`src/rtl/fc_argmax_ctrl.sv`:
```
// Sequencer for the FC output-stage argmax comparator: fetch scores, clear/run comparator, hand off class.
// Optional watchdog on the comparator run phase is enabled with `define FC_ARGMAX_TIMEOUT_EN.
module fc_argmax_ctrl #(
    parameter int N_CLASSES      = 10,
    parameter int DATA_W         = 16,
    parameter int ADDR_W         = 8,
    parameter int BASE_ADDR      = 0,
    parameter int TIMEOUT_CYCLES = 32
) (
    input  logic                          clk,
    input  logic                          reset,
    input  logic                          start,
    output logic                          busy,
    output logic                          mem_rd_en,
    output logic [ADDR_W-1:0]             mem_addr,
    input  logic [DATA_W-1:0]             mem_rd_data,
    output logic [N_CLASSES*DATA_W-1:0]   cmp_arr,
    output logic                          cmp_reset,
    output logic                          cmp_enable,
    input  logic                          cmp_done,
    input  logic [3:0]                    cmp_result,
    output logic [3:0]                    class_out,
    output logic                          class_valid,
    input  logic                          class_ready,
    output logic                          timeout_err
);

    localparam int CNT_W = $clog2(N_CLASSES + 1);

    typedef enum logic [2:0] {
        IDLE,
        FETCH,
        CMP_CLR,
        CMP_RUN,
        HOLD
    } state_t;

    state_t             state, state_d;
    logic [CNT_W-1:0]   cnt, cnt_d;
    logic [3:0]         class_q, class_d;
    logic [DATA_W-1:0]  bank [N_CLASSES];

`ifdef FC_ARGMAX_TIMEOUT_EN
    localparam int TMR_W = $clog2(TIMEOUT_CYCLES + 1);
    logic [TMR_W-1:0]   tmr, tmr_d;
    logic               terr_q, terr_d;
`endif

    always_ff @(posedge clk or posedge reset) begin
        if (reset) begin
            state   <= IDLE;
            cnt     <= '0;
            class_q <= '0;
`ifdef FC_ARGMAX_TIMEOUT_EN
            tmr     <= '0;
            terr_q  <= 1'b0;
`endif
        end else begin
            state   <= state_d;
            cnt     <= cnt_d;
            class_q <= class_d;
`ifdef FC_ARGMAX_TIMEOUT_EN
            tmr     <= tmr_d;
            terr_q  <= terr_d;
`endif
        end
    end

    // Read k is issued when cnt==k; its data lands when cnt==k+1, so slot k is written then.
    always_ff @(posedge clk or posedge reset) begin
        if (reset) begin
            for (int unsigned k = 0; k < N_CLASSES; k++) bank[k] <= '0;
        end else if (state == FETCH) begin
            for (int unsigned k = 0; k < N_CLASSES; k++) begin
                if (cnt == CNT_W'(k + 1)) bank[k] <= mem_rd_data;
            end
        end
    end

    always_comb begin
        state_d    = state;
        cnt_d      = cnt;
        class_d    = class_q;
        mem_rd_en  = 1'b0;
        mem_addr   = '0;
        cmp_reset  = 1'b0;
        cmp_enable = 1'b0;
`ifdef FC_ARGMAX_TIMEOUT_EN
        tmr_d      = tmr;
        terr_d     = terr_q;
`endif
        case (state)
            IDLE: begin
                if (start) begin
                    state_d = FETCH;
                    cnt_d   = '0;
                end
            end
            FETCH: begin
                if (cnt == CNT_W'(N_CLASSES)) begin
                    state_d = CMP_CLR;
                end else begin
                    mem_rd_en = 1'b1;
                    mem_addr  = ADDR_W'(BASE_ADDR) + ADDR_W'(cnt);
                    cnt_d     = cnt + 1'b1;
                end
            end
            CMP_CLR: begin
                cmp_reset = 1'b1;
                state_d   = CMP_RUN;
`ifdef FC_ARGMAX_TIMEOUT_EN
                tmr_d     = '0;
`endif
            end
            CMP_RUN: begin
                cmp_enable = 1'b1;
                if (cmp_done) begin
                    class_d = cmp_result;
                    state_d = HOLD;
                end
`ifdef FC_ARGMAX_TIMEOUT_EN
                else if (tmr == TMR_W'(TIMEOUT_CYCLES - 1)) begin
                    class_d = 4'hF;
                    terr_d  = 1'b1;
                    state_d = HOLD;
                end else begin
                    tmr_d = tmr + 1'b1;
                end
`endif
            end
            HOLD: begin
                if (class_ready) begin
`ifdef FC_ARGMAX_TIMEOUT_EN
                    terr_d = 1'b0;
`endif
                    if (start) begin
                        state_d = FETCH;
                        cnt_d   = '0;
                    end else begin
                        state_d = IDLE;
                    end
                end
            end
            default: state_d = IDLE;
        endcase
    end

    always_comb begin
        cmp_arr = '0;
        for (int unsigned k = 0; k < N_CLASSES; k++) cmp_arr[k*DATA_W +: DATA_W] = bank[k];
    end

    assign busy        = (state != IDLE);
    assign class_valid = (state == HOLD);
    assign class_out   = class_q;

`ifdef FC_ARGMAX_TIMEOUT_EN
    assign timeout_err = terr_q;
`else
    assign timeout_err = 1'b0;
`endif

endmodule

```
`config.mk`:
```
export PLATFORM = sky130hd
export DESIGN_NAME = fc_argmax_ctrl
export DESIGN_NICKNAME = d
export VERILOG_FILES = /design/src/rtl/fc_argmax_ctrl.sv
export SDC_FILE = /design/constraint.sdc
export NUM_CORES = 1
export LEC_CHECK = 0
export BUFFER_PORTS_ARGS = -buffer_cell sky130_fd_sc_hd__buf_2
export CAP_MARGIN = 20
export CORE_ASPECT_RATIO = 1.2
export CORE_MARGIN = 2
export CORE_UTILIZATION = 42
export DETAILED_ROUTE_END_ITERATION = 16
export PLACE_DENSITY_LB_ADDON = 0.2
export SLEW_MARGIN = 5
export SYNTH_ARGS = -nofsm -noshare
export SYNTH_HDL_FRONTEND = slang
export SYNTH_SLANG_ARGS = --single-unit
export TNS_END_PERCENT = 50
```
`constraint.sdc`:
```
create_clock -name clk -period 14 [get_ports clk]
set_clock_uncertainty 0.05 [all_clocks]
set_input_delay 2.8 -clock clk [delete_from_list [all_inputs] [get_ports clk]]
set_output_delay 2.8 -clock clk [all_outputs]
set_load 0.01 [all_outputs]
```
==> reports/qor.txt <==
Reg power frac: 40.7%
Post-Syn Instances: 435
io pins: 203
H-tree levels: 4
most frequent cell after synthesis: dfrtp_1
die area: 17,500 um2
setup TNS: 0 ns
ant diodes: 0
Root Driver: clkbuf_16
slew of the pin with the lowest slew margin: 1.00 ns
Placer Congestion: 0.750
WS Path Type: flip-flop to output pin
post-synthesis mux area share: 28.3%
fin crit share: 36.3%
Synth Area in Simple Gates: 4.08%
crit-path cells: or3b_2 -> nor2_1 -> and2_1 -> buf_2
Final Critical Period: 5.08 ns
Achievable Freq: 0.197 GHz
area leader, netlist: dfrtp_1
cell area after synthesis: 6920 um2
gr usage total: 19.0%
max-slew violation count: 0
DR WL/cell: 19.0 um
Overall Power: 0.00209 W
Net Sw Power: 0.000680 W
post-layout util: 53.1%
post-synthesis xor/xnor area fraction: 0.127%
Area growth, synth to finish: 24.4%
Post-Place Cells: 812
worst-case clock buffer depth: 2
Worst Path Arrival: 2.23 ns
unrepaired setup endpoints after global routing: no
maxcap violations: 0
Reg2Reg Setup Slack: 11.69 ns
HPWL Detailed: 10.8 mm
cts bufs inserted: 17
Power Density: 243 nW/um2
Crit Path Max Fanout: 15
Post-Synth Adder-Cell Area: 0.723%
Reg2Reg Depth: 5
Setup crit end kind: output pin
Post-synth EDFFs: 0
most used flip-flop cell after synthesis: dfrtp_1
Antenna Nets Post-Route: 0
Die Span X: 121 um
Worst-Skew Late Latency: 0.42 ns
main combinational cell family by area after synthesis: multiplexers
layout cell share with drive strength beyond 1: 64.1%
Pre-Repair DR Iteration Count: 4
crit path buf inv count: 1
Row Count: 51
final wirelength: 16.0 mm
Die Ht: 145 um
first-pass GRT wire length: 24.9 mm
IO Port Bufs: 197
Final Hold Violating Endpoints: 0
nets: 648
Hold Path Class: flip-flop to flip-flop
Synth cell types: 40
GRT Residual Overflow: 0
critical path's largest stage delay: 0.58 ns
Top Family by Delay on Critical Path: simple AND/OR/NAND/NOR gates
P_leak: 4.15 nW
worst hold stages: 1
fin cells: 844
ys async rst share: 100%
WP depth: 4
crit start category: flip-flop
sequential fraction of the synthesis area: 61.8%
Synth Warn #: 0
Synth Area in Compound Gates: 1.57%
syn_area_per_cell: 15.9 um2
DRT iter0 DRCs: 192
CP max-delay cell: dfrtp_1
core area: 16,200 um2
Rel. slew slack: 33.0%
top-area cell type share of the netlist area: 61.8%
post-CTS setup buffers: 0
via count: 4,185
internal power: 0.00141 W
cts repair resizes: 0
combinational share of power: 35.7%
setup violators final: 0
vias per cell: 4.96
clock power share: 23.6%
Sw Share: 32.5%
Data required, critical path: 11.15 ns
Initial Util: 42.7%
outcome: complete, no violations
clock sinks: 171
vias in the first global route: 4,449
initial antenna violation count: 0
Synth area leaders: dfrtp_1 (62%), mux2_2 (22%), mux2_4 (6.5%)
register bit count reported by yosys: 171
maximum vdd drop: 0.116 mV
CTS Hold Buffers Added: 0
CTS tree: done
largest net degree at the start of global routing: 108
post-route DRC violation count: 0
clock-pin slew on the worst setup and hold paths: 0.06 ns
commonest cells in the netlist: dfrtp_1 (171), mux2_2 (134), mux2_4 (30), buf_1 (16), buf_4 (8)
worst-case hold slack: 0.449 ns
-- area by class of cell --
class	instances	area (um2)
Inverter	5	23.8
Sequential cell	171	4280
Timing Repair Buffer	198	993
Fill cell	1433	7600
Clock inverter	14	193
Multi-Input combinational cell	226	2430
Clock buffer	18	429
Tap cell	212	265
-- placed cells by master (no fill, tap or decap), types with 5 or more instances in the layout --
cell type / netlist / layout
buf_2: 4 / 197
mux2_4: 30 / 30
dfrtp_1: 171 / 171
mux2_2: 134 / 134
clkbuf_16: 0 / 17
nand2_1: 6 / 6
conb_1: 1 / 5
-- logic make-up after synthesis --
logic type               after synthesis
AND/OR/NAND/NOR                       38
XOR/XNOR                               1
AO/OA/AOI/OAI                         14
adder cells (fa/ha/maj)                4
multiplexers                         164
flip-flops                           171
other                                  1
buffers and inverters                 42
-- state kept, by name, summed over array words and instances, names as in the netlist --
register	flops
state	3
cmp_arr	160
class_out	4
cnt	4
-- power by group through the flow --
stage / clock network [W] / logic, W / registers, W
2_1_floorplan: 0 / 0.000350 / 0.000945
3_3_place_gp: 0 / 0.000744 / 0.000846
3_5_place_dp: 0 / 0.000759 / 0.000858
4_1_cts: 0.000506 / 0.000761 / 0.000852
5_1_grt: 0.000530 / 0.000811 / 0.000882
6_report: 0.000495 / 0.000748 / 0.000852
-- path summary, 6_finish.rpt --
path	startpoint	to
worst min-delay path	class_out[2]$_DFFE_PP0P_	class_out[2]$_DFFE_PP0P_
worst max-delay path	state[0]$_DFFE_PP0P_	mem_addr[3]
min in group asynchronous	reset	cmp_arr[34]$_DFFE_PP0P_
max in group asynchronous	reset	cmp_arr[99]$_DFFE_PP0P_
worst min register to register	class_out[2]$_DFFE_PP0P_	class_out[2]$_DFFE_PP0P_
worst max register to register	cnt[1]$_DFFE_PP0P_	cmp_arr[6]$_DFFE_PP0P_
-- metrics by stage --
| stage | setup slack, ns | area [um2] |
|---|---|---|
| after floorplan | 6.52 | 6940 |
| after global placement | 9.43 | 7990 |
| after detailed placement | 9.38 | 7990 |
| after CTS | 8.91 | 8610 |
| after global routing | 8.81 | 8610 |
| final | 8.92 | 8610 |
-- per-layer routing --
metal / wire length, um / GRT usage (%) / vias to the layer above
li1: - / - / 1892
met5: 0 / 0 / -
met4: 170 / 5.99 / 0
met1: 6850 / 24.5 / 2128
met3: 1230 / 6.27 / 15
met2: 7780 / 30.5 / 150
No activity file was read; power rests on OpenSTA's default activity.
